File: config.mk
export PLATFORM = sky130hd
export DESIGN_NAME = sat_counter
export DESIGN_NICKNAME = d
export VERILOG_FILES = /design/src/rtl/nibble_stream_checker_sat_counter.sv
export SDC_FILE = /design/constraint.sdc
export NUM_CORES = 1
export LEC_CHECK = 0
export CAP_MARGIN = 20
export CELL_PAD_IN_SITES_DETAIL_PLACEMENT = 1
export CELL_PAD_IN_SITES_GLOBAL_PLACEMENT = 1
export CORE_MARGIN = 2
export CORE_UTILIZATION = 38
export DETAILED_ROUTE_END_ITERATION = 12
export PLACE_DENSITY_LB_ADDON = 0.1
export SLEW_MARGIN = 20
export SYNTH_ARGS = -nofsm -noshare
export SYNTH_HDL_FRONTEND = slang
export SYNTH_SLANG_ARGS = --single-unit
File: constraint.sdc
create_clock -name clock -period 5 [get_ports clock]
set_clock_uncertainty 0.2 [all_clocks]
set_input_delay 1.25 -clock clock [delete_from_list [all_inputs] [get_ports clock]]
set_output_delay 1.25 -clock clock [all_outputs]
set_load 0.05 [all_outputs]
File: src/rtl/nibble_stream_checker_sat_counter.sv
// Up-counter that sticks at its all-ones value instead of wrapping.
module sat_counter #(
    parameter int W = 16
) (
    input  logic         clock,
    input  logic         clear,
    input  logic         inc_i,
    output logic [W-1:0] q_o
);

    logic [W-1:0] count_q;
    logic [W-1:0] count_d;

    always_comb begin
        count_d = count_q;
        if (inc_i && (count_q != {W{1'b1}})) begin
            count_d = count_q + 1'b1;
        end
    end

    always_ff @(posedge clock) begin
        if (clear) begin
            count_q <= '0;
        end else begin
            count_q <= count_d;
        end
    end

    assign q_o = count_q;

endmodule

==> Implementation_results.wiki, run 1 <==
{| class="wikitable"
! Metric !! Value
|-
| Startpoint types || register
|-
| Share of synthesized registers carrying an async set or reset || 0
|-
| Worst-case register-to-register setup slack || 2760 ps
|-
| Hold violation total from the final report || 0
|-
| Fraction of layout cells with a size suffix above 1 || 0.0684
|-
| Die Span Y || ~51 µm
|-
| Clock root buffer || sky130_fd_sc_hd__clkbuf_4
|-
| Critical path start-end classification || reg -> out
|-
| Number of cell rows || 17
|-
| Total Die Area || approximately 2600 µm²
|-
| Std-Cell Core Area || approximately 2200 µm²
|-
| Number of cells on the worst hold path || 2
|-
| Post-synthesis sequential area ratio || 0.378
|-
| Cell area after synthesis || roughly 850 µm²
|-
| HPWL after detailed placement || between 1.5 and 2 mm
|-
| Final ANT Viol Nets || 0
|-
| Post-synth cell types || 31
|-
| Register bit total from synthesis || 16
|-
| Post-route core utilization || 0.499
|-
| Critical Path Fanout Max || 7
|-
| CP Data Required Time || between 3000 and 4000 ps
|-
| Growth of design area from synthesis to finish || 27.7%
|-
| Commonest register cell after synthesis || sky130_fd_sc_hd__dfxtp_1
|-
| Result of the run || complete, no violations
|-
| Antenna violations before repair || 0
|-
| Count of pins on the block boundary || 19
|-
| Worst vdd rail ir drop || ~130 µV
|-
| Routed wire length || between 2 and 2.5 mm
|-
| End of the worst register-to-register path || q_o[11]$_SDFFE_PP0P_
|-
| Ratio of final minimum period to clock period || 0.618
|-
| Clk slew on worst S/H paths || approximately 100 ps
|-
| Final min period || 3090 ps
|-
| Number of inserted filler cells in the final layout || ~270
|-
| Series of cell instances along the critical path || clkdlybuf4s50_1
|-
| Syn Inst Count || around 100
|-
| Global-route usage over all layers || 0.193
|-
| Number of gates resized after cts || 0
|-
| Flip-flop count of the largest register, all copies and words added || 16
|-
| Clock buffers created by TritonCTS || 3
|-
| Transition at the pin with the smallest max-transition slack || approximately 800 ps
|-
| Synth Area per Inst || 8.57 µm²
|-
| Net count of the finished layout || 122
|-
| Clock network latency to the later pin of the worst-skew pair || a little under 300 ps
|-
| Setup violations, final || 0
|-
| Max-cap violations || 0
|-
| P per Cell Area || ~220 nW/µm²
|-
| Data arrival, critical path || ~1600 ps
|-
| First-pass DRT Iterations || 4
|-
| Per-cell routed wire length || 15.2 µm
|-
| Synthesized net count || 103
|-
| Maximum number of pins on one net before global-route repair || 19
|-
| Total buffers and inverters traversed by the critical path || 1
|-
| Detail-routed via count per cell || 5.76
|-
| Count of hold-fix buffers inserted at cts || 0
|-
| Setup crit end || q_o[5]
|-
| Buffers added on ports || 18
|-
| Number of enable flip-flop cells after synthesis || 0
|-
| Cell leakage power || ~0.34 nW
|-
| TritonCTS Sinks || 16
|-
| Classification of the worst-slack hold path || reg -> reg
|-
| Clock tree from TritonCTS || done
|-
| Violation count after the first detailed-route iteration || 5
|-
| Slew Limit Headroom || 0.456
|-
| Setup Fix Bufs, Post-CTS || 0
|-
| Maximum operating frequency || 324 MHz
|-
| Final-layout setup total negative slack || 0 ps
|-
| R2r startpoint || q_o[0]$_SDFFE_PP0P_
|-
| Largest buffer count on any clock path || 2
|-
| Delay-heaviest family, CP || buffers and inverters
|-
| Yosys Warn Count || 0
|-
| Initial core utilization || 0.391
|-
| Floorplan die width || approximately 50 µm
|-
| Crit end category || output pin
|-
| Setup repair after global routing missed its margin || false
|-
| Congestion Overflow GR || 0
|-
| Number of antenna repair diodes || 0
|-
| Slowest cell on the critical path || sky130_fd_sc_hd__clkdlybuf4s50_1
|-
| Via total after detailed routing || ~840
|-
| H-tree levels || 1
|-
| Count of final max-slew check failures || 0
|-
| Vias in the first global route || roughly 800
|-
| Slowest Stage Delay on Critical Path || between 800 and 900 ps
|-
| Final weighted congestion of routability-driven global placement || between 0.7 and 0.8
|-
| Startpoint of the most critical setup path || q_o[5]$_SDFFE_PP0P_
|-
| Depth of the worst register-to-register path || 5
|-
| First-pass GRT wire length || between 3 and 4 mm
|-
| Logic depth of the worst setup path including buffers || 1
|-
| Total DRC errors in the routed layout || 0
|}
-- power by group --
part / leakage, nW / switching [W] / internal [W]
registers: 0.129 / 0.00000160 / 0.000129
clock network: 0.0210 / 0.0000441 / 0.0000443
logic: 0.190 / 0.00000948 / 0.00000493
-- synthesized netlist by cell type (2+ instances only) --
master / n / share of area
sky130_fd_sc_hd__a21oi_1: 10 / 0.059
sky130_fd_sc_hd__clkbuf_1: 2 / 0.0089
sky130_fd_sc_hd__o31ai_1: 6 / 0.053
sky130_fd_sc_hd__and4_1: 3 / 0.031
sky130_fd_sc_hd__nand4_1: 3 / 0.022
sky130_fd_sc_hd__o21ai_0: 4 / 0.024
sky130_fd_sc_hd__dfxtp_1: 16 / 0.38
sky130_fd_sc_hd__nand3_1: 6 / 0.035
sky130_fd_sc_hd__nor2b_1: 2 / 0.015
sky130_fd_sc_hd__nor2_1: 6 / 0.027
sky130_fd_sc_hd__or4_1: 7 / 0.062
sky130_fd_sc_hd__nor4_1: 2 / 0.015
sky130_fd_sc_hd__nand2_1: 6 / 0.027
sky130_fd_sc_hd__xnor2_1: 2 / 0.021
sky130_fd_sc_hd__inv_1: 3 / 0.013
sky130_fd_sc_hd__nor3_1: 4 / 0.024
sky130_fd_sc_hd__or3_1: 3 / 0.022
-- cells by family after synthesis --
| family | count (synthesis) | share of synthesized area |
|---|---|---|
| AND/OR/NAND/NOR | 48 | 0.364 |
| AO/OA/AOI/OAI | 23 | 0.165 |
| flip-flops | 16 | 0.378 |
| buffers and inverters | 7 | 0.0324 |
| XOR/XNOR | 2 | 0.0207 |
| multiplexers | 2 | 0.0251 |
| adder cells (fa/ha/maj) | 1 | 0.0147 |
-- worst reg2reg max path, cell delays in order (launching register included) --
cell and delay, ps:
sky130_fd_sc_hd__dfxtp_1 420, sky130_fd_sc_hd__ha_1 260, sky130_fd_sc_hd__nand3_1 150, sky130_fd_sc_hd__nor4_4 640
sky130_fd_sc_hd__nor4bb_1 170, sky130_fd_sc_hd__mux2_2 310
-- metal layers --
layer / global-route usage / wire length [µm] / share of wire
met4: 0.0658 / 14 / 0.0064
met5: 0 / 0 / 0
met1: 0.288 / 1080 / 0.49
met2: 0.284 / 1040 / 0.47
met3: 0.0263 / 71 / 0.032
-- layout make-up --
| type | count | area, µm² | area share |
|---|---|---|---|
| sequential | 16 | 320 | 0.296 |
| tap | 28 | 35.0 | 0.0323 |
| clock buffer | 4 | 36.3 | 0.0335 |
| multi-input combinational | 76 | 500 | 0.462 |
| timing repair buffer | 18 | 180 | 0.166 |
| inverter | 3 | 11.3 | 0.0104 |
-- per-stage QoR --
stage | area, µm² | std cells | total power, W | hold slack (ps) | worst slack (ps)
global route | 1080 | 145 | 0.000243 | 387 | 1850
floorplan | 848 | 99 | 0.000142 | 530 | 2680
global placement | 1050 | 141 | 0.000147 | 321 | 1930
finish | 1080 | 145 | 0.000233 | 340 | 1910
CTS | 1080 | 145 | 0.000237 | 342 | 1890
detailed placement | 1050 | 141 | 0.000148 | 328 | 1850
-- worst min-delay path by stage --
| stage | slack [ps] | from | to |
|---|---|---|---|
| global route | 390 | q_o[0]$_SDFFE_PP0P_ | q_o[0]$_SDFFE_PP0P_ |
| finish | 340 | q_o[1]$_SDFFE_PP0P_ | q_o[1]$_SDFFE_PP0P_ |
| detailed placement | 330 | q_o[1]$_SDFFE_PP0P_ | q_o[1]$_SDFFE_PP0P_ |
| CTS | 340 | q_o[1]$_SDFFE_PP0P_ | q_o[1]$_SDFFE_PP0P_ |
| global placement | 320 | q_o[1]$_SDFFE_PP0P_ | q_o[1]$_SDFFE_PP0P_ |
| floorplan | 530 | q_o[12]$_SDFFE_PP0P_ | q_o[12]$_SDFFE_PP0P_ |
-- cells in the final DEF, fill, tap and decap left out --
master | netlist | routed
sky130_fd_sc_hd__nor4bb_1 | 1 | 1
sky130_fd_sc_hd__nand2_2 | 1 | 1
sky130_fd_sc_hd__nand2_1 | 6 | 6
sky130_fd_sc_hd__nor4_4 | 1 | 1
sky130_fd_sc_hd__and4_1 | 3 | 3
sky130_fd_sc_hd__clkbuf_8 | 0 | 1
sky130_fd_sc_hd__mux2_2 | 1 | 1
sky130_fd_sc_hd__inv_1 | 3 | 3
sky130_fd_sc_hd__o311ai_0 | 1 | 1
sky130_fd_sc_hd__o41ai_1 | 1 | 1
sky130_fd_sc_hd__or3_1 | 3 | 3
sky130_fd_sc_hd__nor4_1 | 2 | 2
sky130_fd_sc_hd__nor3_1 | 4 | 4
sky130_fd_sc_hd__nand3b_1 | 1 | 1
sky130_fd_sc_hd__and3_1 | 1 | 1
sky130_fd_sc_hd__o21a_1 | 1 | 1
sky130_fd_sc_hd__clkbuf_4 | 0 | 3
sky130_fd_sc_hd__or4_1 | 7 | 7
sky130_fd_sc_hd__a21oi_1 | 10 | 10
sky130_fd_sc_hd__nor2b_1 | 2 | 2
sky130_fd_sc_hd__mux2i_1 | 1 | 1
sky130_fd_sc_hd__nand3_1 | 6 | 6
sky130_fd_sc_hd__o21ai_0 | 4 | 4
sky130_fd_sc_hd__clkdlybuf4s50_1 | 0 | 18
sky130_fd_sc_hd__ha_1 | 1 | 1
sky130_fd_sc_hd__dfxtp_1 | 16 | 16
sky130_fd_sc_hd__nor2_1 | 6 | 6
sky130_fd_sc_hd__o31ai_1 | 6 | 6
sky130_fd_sc_hd__xnor2_1 | 2 | 2
sky130_fd_sc_hd__nand4_1 | 3 | 3
sky130_fd_sc_hd__nand4_4 | 1 | 1
Note: power is estimated with default switching activity, not from simulation.
==> run 2, diff against run 1 <==
--- a/config.mk
+++ b/config.mk
@@ -9,7 +9,7 @@
 export CELL_PAD_IN_SITES_DETAIL_PLACEMENT = 1
 export CELL_PAD_IN_SITES_GLOBAL_PLACEMENT = 1
 export CORE_MARGIN = 2
-export CORE_UTILIZATION = 38
+export CORE_UTILIZATION = 35
 export DETAILED_ROUTE_END_ITERATION = 12
 export PLACE_DENSITY_LB_ADDON = 0.1
 export SLEW_MARGIN = 20
==> constraint.sdc (replaced) <==
create_clock -name clock -period 3 [get_ports clock]
set_clock_uncertainty 0.2 [all_clocks]
set_input_delay 0.75 -clock clock [delete_from_list [all_inputs] [get_ports clock]]
set_output_delay 0.75 -clock clock [all_outputs]
set_load 0.05 [all_outputs]
==> run 2 against run 1 <==
  * Power up 68%
  * Sequential cell count unchanged
  * Combinational power up 74%
  * Via count up 0.12%
  * Sequential share of layout area down 0.40 points
  * Global-route usage down 0.35 points
  * Die area up 7.9%
  * Sequential power up 67%
  * Core utilization down 1.2 points
  * Final area up 1.4%
  * Cell count up 1.4%
  * Non-clock buffer count up 2
  * Largest power group unchanged
==> Implementation_results.wiki, run 2 (synthesis gave the netlist of run 1 again) <==
{| class="wikitable"
! Metric !! Value
|-
| Fraction of layout cells with a size suffix above 1 || 0.0840 (was 0.0684)
|-
| Floorplan die width || 53.2 µm (was 51.3 µm)
|-
| Crit end category || output pin (unchanged)
|-
| Buffers added on ports || 18 (unchanged)
|-
| TritonCTS Sinks || 16 (unchanged)
|-
| First-pass DRT Iterations || 3 (was 4)
|-
| Vias in the first global route || 835 (was 784)
|-
| Classification of the worst-slack hold path || reg -> reg (unchanged)
|-
| Global-route usage over all layers || 0.190 (was 0.193)
|-
| Congestion Overflow GR || 0 (unchanged)
|-
| Final min period || ~2600 ps
|-
| Slew Limit Headroom || 0.568 (was 0.456)
|-
| Final-layout worst hold slack || 339 ps (was 340 ps)
|-
| Critical Path Fanout Max || 7 (unchanged)
|-
| Number of gates resized after cts || 0 (unchanged)
|-
| Final ANT Viol Nets || 0 (unchanged)
|-
| Commonest cells after routing, fill and taps aside || sky130_fd_sc_hd__clkdlybuf4s50_1 (18), sky130_fd_sc_hd__dfxtp_1 (16), sky130_fd_sc_hd__a21oi_1 (10), sky130_fd_sc_hd__or4_1 (7) (unchanged)
|-
| Delay-heaviest family, CP || buffers and inverters (unchanged)
|-
| Initial core utilization || 0.376 (was 0.391)
|-
| Worst vdd rail ir drop || 270 µV (was 135 µV)
|-
| First-pass GRT wire length || 3.85 mm (was 3.82 mm)
|-
| Total buffers and inverters traversed by the critical path || 1 (unchanged)
|-
| Critical path start-end classification || reg -> out (unchanged)
|-
| Growth of design area from synthesis to finish || 29.5% (was 27.7%)
|-
| Clock network latency to the later pin of the worst-skew pair || 290 ps (about the same)
|-
| P per Cell Area || 355 nW/µm² (was 215 nW/µm²)
|-
| Setup repair after global routing missed its margin || false (unchanged)
|-
| Number of antenna repair diodes || 0 (unchanged)
|-
| Total Die Area || 2830 µm² (was 2630 µm²)
|-
| Count of pins on the block boundary || 19 (unchanged)
|-
| Result of the run || complete, no violations (unchanged)
|-
| Final weighted congestion of routability-driven global placement || 0.713 (was 0.744)
|-
| Maximum number of pins on one net before global-route repair || 12 (was 19)
|-
| Die Span Y || 53.2 µm (was 51.3 µm)
|-
| Transition at the pin with the smallest max-transition slack || 640 ps (was 811 ps)
|-
| Final-layout setup total negative slack || 0 ps (unchanged)
|-
| Clock tree from TritonCTS || done (unchanged)
|-
| Std-Cell Core Area || 2250 µm² (was 2170 µm²)
|-
| Slowest Stage Delay on Critical Path || 860 ps (about the same)
|-
| Violation count after the first detailed-route iteration || 7 (was 5)
|-
| Clock buffers created by TritonCTS || 3 (unchanged)
|-
| Ratio of final minimum period to clock period || 0.861
|-
| H-tree levels || 1 (unchanged)
|-
| Routed wire length || 2.23 mm (was 2.20 mm)
|-
| Number of cell rows || 17 (unchanged)
|-
| Count of final max-slew check failures || 0 (unchanged)
|-
| Flip-flop count of the largest register, all copies and words added || 16 (unchanged)
|-
| Commonest non-fill, non-tap cell in the layout || sky130_fd_sc_hd__clkdlybuf4s50_1 (unchanged)
|-
| Number of inserted filler cells in the final layout || 276 (was 269)
|-
| Startpoint types || register (unchanged)
|-
| Slowest cell on the critical path || sky130_fd_sc_hd__clkdlybuf4s50_1 (unchanged)
|-
| Cell leakage power || 0.350 nW (was 0.340 nW)
|-
| Setup Fix Bufs, Post-CTS || 0 (unchanged)
|-
| Total DRC errors in the routed layout || 0 (unchanged)
|-
| Via total after detailed routing || 836 (was 835)
|-
| Setup violations, final || 0 (unchanged)
|-
| Hold violation total from the final report || 0 (unchanged)
|-
| Clk slew on worst S/H paths || 100 ps (about the same)
|-
| Series of cell instances along the critical path || clkdlybuf4s50_1 (unchanged)
|-
| Largest buffer count on any clock path || 2 (unchanged)
|-
| Maximum operating frequency || between 300 and 400 MHz
|-
| Clock root buffer || sky130_fd_sc_hd__clkbuf_4 (unchanged)
|-
| Max-cap violations || 0 (unchanged)
|-
| Net count of the finished layout || 124 (was 122)
|-
| Detail-routed via count per cell || 5.69 (was 5.76)
|-
| CP Data Required Time || 2050 ps (was 3550 ps)
|-
| Per-cell routed wire length || 15.2 µm (about the same)
|-
| Count of hold-fix buffers inserted at cts || 0 (unchanged)
|-
| HPWL after detailed placement || 1.65 mm (was 1.54 mm)
|-
| Antenna violations before repair || 0 (unchanged)
|-
| Data arrival, critical path || 1630 ps (was 1640 ps)
|}
-- run 2: stage by stage --
step           utilization  setup slack, ps  std cells  total power, W  cell area, µm²
6_report             0.487              416        147        0.000390            1100
5_1_grt              0.487              351        147        0.000406            1100
4_1_cts              0.487              398        147        0.000399            1100
3_5_place_dp         0.471              368        143        0.000247            1060
3_3_place_gp         0.471              434        143        0.000247            1060
2_1_floorplan            -              822         99        0.000236             848
-- run 2: area by class of cell --
cell class / instances / area (µm²) / share of cell area
repair buffers: 20 / 195 / 0.178
flip-flops and latches: 16 / 320 / 0.292
multi-input cells: 76 / 500 / 0.456
inverters: 3 / 11.3 / 0.0103
well taps: 28 / 35.0 / 0.0319
clock buffers: 4 / 36.3 / 0.0330
-- run 2: final timing paths --
| check | to | slack [ps] | startpoint | depth (start not counted) |
|---|---|---|---|---|
| worst max-delay path | q_o[5] | 420 | q_o[5]$_SDFFE_PP0P_ | 1 |
| worst min-delay path | q_o[1]$_SDFFE_PP0P_ | 340 | q_o[1]$_SDFFE_PP0P_ | 2 |
| worst max register to register | q_o[11]$_SDFFE_PP0P_ | 940 | q_o[0]$_SDFFE_PP0P_ | 6 |
| worst min register to register | q_o[1]$_SDFFE_PP0P_ | 340 | q_o[1]$_SDFFE_PP0P_ | 2 |
-- run 2: where the power goes --
group	switching, W	internal [W]
Sequential	0.00000260	0.000214
Combinational	0.0000159	0.00000907
Clock	0.0000745	0.0000740
-- run 2: layer usage --
metal	GRT usage	routed length, µm	part of all wire
met5	0	0	0
met3	0.0508	70	0.031
met1	0.244	1120	0.50
met2	0.302	1010	0.45
met4	0.0641	29	0.013
==> run 3, diff against run 2 <==
--- a/config.mk
+++ b/config.mk
@@ -9,8 +9,10 @@
 export CELL_PAD_IN_SITES_DETAIL_PLACEMENT = 1
 export CELL_PAD_IN_SITES_GLOBAL_PLACEMENT = 1
 export CORE_MARGIN = 2
-export CORE_UTILIZATION = 35
+export CORE_UTILIZATION = 38
+export CTS_BUF_LIST = sky130_fd_sc_hd__clkbuf_8
 export DETAILED_ROUTE_END_ITERATION = 12
+export GPL_TIMING_DRIVEN = 0
 export PLACE_DENSITY_LB_ADDON = 0.1
 export SLEW_MARGIN = 20
 export SYNTH_ARGS = -nofsm -noshare
==> run 3 against run 2 <==
  * Power is 11% higher
  * Clock power grew 30%
  * Sequential cell count is the same
  * Combinational power down 5%
  * Hold slack hardly changed
  * Via count grew 1.7%
  * Critical path depth unchanged
  * Count of clock-buffer cells in the layout stayed put
  * Critical path type unchanged
  * Critical endpoint unchanged
  * Largest power group unchanged
==> Implementation_results.wiki, run 3 (synthesis gave the netlist of run 1 again) <==
{| class="wikitable"
! Metric !! Value
|-
| Critical path start-end classification || reg -> out (unchanged)
|-
| Count of hold-fix buffers inserted at cts || 0 (unchanged)
|-
| Switching Power || 0.0000957 W (was 0.0000930 W)
|-
| Flip-flop count of the largest register, all copies and words added || 16 (unchanged)
|-
| Final-layout setup total negative slack || 0 ps (unchanged)
|-
| Vias in the first global route || 840 (was 835)
|-
| Cell leakage power || 0.353 nW (was 0.350 nW)
|-
| P per Cell Area || 392 nW/µm² (was 355 nW/µm²)
|-
| HPWL after detailed placement || 1.69 mm (was 1.65 mm)
|-
| Data arrival, critical path || 1600 ps (was 1630 ps)
|-
| Maximum number of pins on one net before global-route repair || 11 (was 12)
|-
| Combined area of the multi-input logic cells || 500 µm² (unchanged)
|-
| Max-cap violations || 0 (unchanged)
|-
| Classification of the worst-slack hold path || reg -> reg (unchanged)
|-
| Fraction of layout cells with a size suffix above 1 || 0.0750 (was 0.0840)
|-
| Clock network latency to the later pin of the worst-skew pair || 250 ps (was 290 ps)
|-
| Area post-placement || 1050 µm² (was 1060 µm²)
|-
| R2r startpoint || q_o[0]$_SDFFE_PP0P_ (unchanged)
|-
| Std-Cell Core Area || 2170 µm² (was 2250 µm²)
|-
| Initial core utilization || 0.391 (was 0.376)
|-
| Final weighted congestion of routability-driven global placement || 0.818 (was 0.713)
|-
| Final ANT Viol Nets || 0 (unchanged)
|-
| Violation count after the first detailed-route iteration || 15 (was 7)
|-
| TritonCTS Sinks || 16 (unchanged)
|-
| Number of antenna repair diodes || 0 (unchanged)
|-
| Commonest cells after routing, fill and taps aside || sky130_fd_sc_hd__clkdlybuf4s50_1 (17), sky130_fd_sc_hd__dfxtp_1 (16), sky130_fd_sc_hd__a21oi_1 (10), sky130_fd_sc_hd__or4_1 (7) (was sky130_fd_sc_hd__clkdlybuf4s50_1 (18), sky130_fd_sc_hd__dfxtp_1 (16), sky130_fd_sc_hd__a21oi_1 (10), sky130_fd_sc_hd__or4_1 (7))
|-
| Result of the run || complete, no violations (unchanged)
|-
| Floorplan die width || 51.3 µm (was 53.2 µm)
|-
| Clk slew on worst S/H paths || 60 ps (was 100 ps)
|-
| Maximum operating frequency || 392 MHz (was 387 MHz)
|-
| Via total after detailed routing || 850 (was 836)
|-
| Slowest Stage Delay on Critical Path || 870 ps (was 860 ps)
|-
| Routed wire length || 2.28 mm (was 2.23 mm)
|-
| P_int || 0.000339 W (was 0.000297 W)
|-
| Per-cell routed wire length || 15.4 µm (was 15.2 µm)
|-
| Global-route usage over all layers || 0.203 (was 0.190)
|-
| Total DRC errors in the routed layout || 0 (unchanged)
|-
| Slowest cell on the critical path || sky130_fd_sc_hd__clkdlybuf4s50_1 (unchanged)
|-
| Ratio of final minimum period to clock period || 0.850 (was 0.861)
|-
| Number of cell rows || 17 (unchanged)
|-
| Transition at the pin with the smallest max-transition slack || 618 ps (was 640 ps)
|-
| Setup Fix Bufs, Post-CTS || 0 (unchanged)
|-
| CP Data Required Time || 2050 ps (about the same)
|-
| Worst-case register-to-register setup slack || 910 ps (was 940 ps)
|-
| Seq. cell area || 320 µm² (unchanged)
|-
| Setup violations, final || 0 (unchanged)
|-
| Total non-filler cell area in the finished layout || 1110 µm² (was 1100 µm²)
|-
| Worst vdd rail ir drop || 201 µV (was 270 µV)
|-
| Delay-heaviest family, CP || buffers and inverters (unchanged)
|-
| Switching fraction of total power || 0.220 (was 0.238)
|-
| Fraction of power consumed by combinational cells || 0.055 (was 0.064)
|-
| Slew Limit Headroom || 0.583 (was 0.568)
|-
| Net count of the finished layout || 125 (was 124)
|-
| Setup repair after global routing missed its margin || false (unchanged)
|-
| Die Span Y || 51.3 µm (was 53.2 µm)
|-
| Hold violation total from the final report || 0 (unchanged)
|-
| Count of final max-slew check failures || 0 (unchanged)
|-
| Growth of design area from synthesis to finish || 30.7% (was 29.5%)
|-
| Startpoint of the most critical setup path || q_o[5]$_SDFFE_PP0P_ (unchanged)
|-
| Total Die Area || 2630 µm² (was 2830 µm²)
|-
| Startpoint types || register (unchanged)
|-
| Clock tree from TritonCTS || done (unchanged)
|-
| Series of cell instances along the critical path || clkdlybuf4s50_1 (unchanged)
|-
| Buffers added on ports || 17 (was 18)
|-
| Depth of the worst register-to-register path || 6 (unchanged)
|-
| Detail-routed via count per cell || 5.74 (was 5.69)
|-
| H-tree levels || 1 (unchanged)
|-
| Clock network fraction of design power || 0.445 (was 0.381)
|-
| Largest buffer count on any clock path || 2 (unchanged)
|-
| First-pass GRT wire length || 3.98 mm (was 3.85 mm)
|-
| Count of pins on the block boundary || 19 (unchanged)
|-
| Commonest non-fill, non-tap cell in the layout || sky130_fd_sc_hd__clkdlybuf4s50_1 (unchanged)
|-
| Number of inserted filler cells in the final layout || 267 (was 276)
|-
| First-pass DRT Iterations || 4 (was 3)
|-
| Total buffers and inverters traversed by the critical path || 1 (unchanged)
|-
| Setup crit end || q_o[5] (unchanged)
|-
| Fraction of power consumed by sequential logic || 0.500 (was 0.556)
|-
| Crit end category || output pin (unchanged)
|-
| End of the worst register-to-register path || q_o[1]$_SDFFE_PP0P_ (was q_o[11]$_SDFFE_PP0P_)
|-
| Congestion Overflow GR || 0 (unchanged)
|-
| Antenna violations before repair || 0 (unchanged)
|-
| Logic depth of the worst setup path including buffers || 1 (unchanged)
|-
| Clock root buffer || sky130_fd_sc_hd__clkbuf_8 (was sky130_fd_sc_hd__clkbuf_4)
|-
| Clock buffers created by TritonCTS || 3 (unchanged)
|-
| Slack of the critical path || 451 ps (was 416 ps)
|-
| Final min period || 2550 ps (was 2580 ps)
|-
| Place WS || 374 ps (was 368 ps)
|-
| Critical Path Fanout Max || 7 (unchanged)
|-
| Number of gates resized after cts || 0 (unchanged)
|}
[run 3: cell types whose count changed in the layout (fill, tap and decap cells not counted)]
cell / change
sky130_fd_sc_hd__buf_1: +1
sky130_fd_sc_hd__clkbuf_8: +3
sky130_fd_sc_hd__buf_4: -2
sky130_fd_sc_hd__clkdlybuf4s50_1: -1
sky130_fd_sc_hd__buf_2: +1
sky130_fd_sc_hd__clkbuf_1: +2
sky130_fd_sc_hd__clkbuf_4: -3
[run 3: power by group through the flow]
stage / Clock, W / Sequential, W / Combinational [W]
floorplan: 0 / 0.000228 / 0.00000773
global placement: 0 / 0.000222 / 0.0000230
detailed placement: 0 / 0.000222 / 0.0000238
CTS: 0.000200 / 0.000217 / 0.0000241
global route: 0.000213 / 0.000218 / 0.0000258
finish: 0.000193 / 0.000217 / 0.0000237
[run 3: worst min path at each step]
| stage | startpoint | end | slack (ps) | cells past startpoint |
|---|---|---|---|---|
| after global routing | q_o[1]$_SDFFE_PP0P_ | q_o[1]$_SDFFE_PP0P_ | 370 | 2 |
| after CTS | q_o[15]$_SDFFE_PP0P_ | q_o[15]$_SDFFE_PP0P_ | 340 | 2 |
| after global placement | q_o[1]$_SDFFE_PP0P_ | q_o[1]$_SDFFE_PP0P_ | 310 | 2 |
| after detailed placement | q_o[15]$_SDFFE_PP0P_ | q_o[15]$_SDFFE_PP0P_ | 330 | 2 |
| final | q_o[15]$_SDFFE_PP0P_ | q_o[15]$_SDFFE_PP0P_ | 340 | 2 |
| after floorplan | q_o[12]$_SDFFE_PP0P_ | q_o[12]$_SDFFE_PP0P_ | 530 | 2 |
[run 3: metrics by stage]
stage,utilization,instances,total power [W],hold WS (ps)
after floorplan,-,99,0.000236,530
after global placement,0.486,144,0.000245,314
after detailed placement,0.486,144,0.000246,333
after CTS,0.511,148,0.000441,342
after global routing,0.511,148,0.000456,370
final,0.511,148,0.000434,338
[run 3: cell type report]
| cell class | instances | share of cell area |
|---|---|---|
| timing repair buffer | 17 | 0.153 |
| multi-input combinational | 76 | 0.451 |
| tap | 28 | 0.0316 |
| buffer | 4 | 0.0147 |
| inverter | 3 | 0.0102 |
| sequential | 16 | 0.289 |
| clock buffer | 4 | 0.0497 |
[run 3: metal layers]
layer | vias to the layer above | wire (µm) | GRT usage
li1 | 423 | - | -
met1 | 402 | 1080 | 0.276
met2 | 17 | 1080 | 0.305
met3 | 8 | 52 | 0.0351
met4 | 0 | 68 | 0.110
met5 | - | 0 | 0
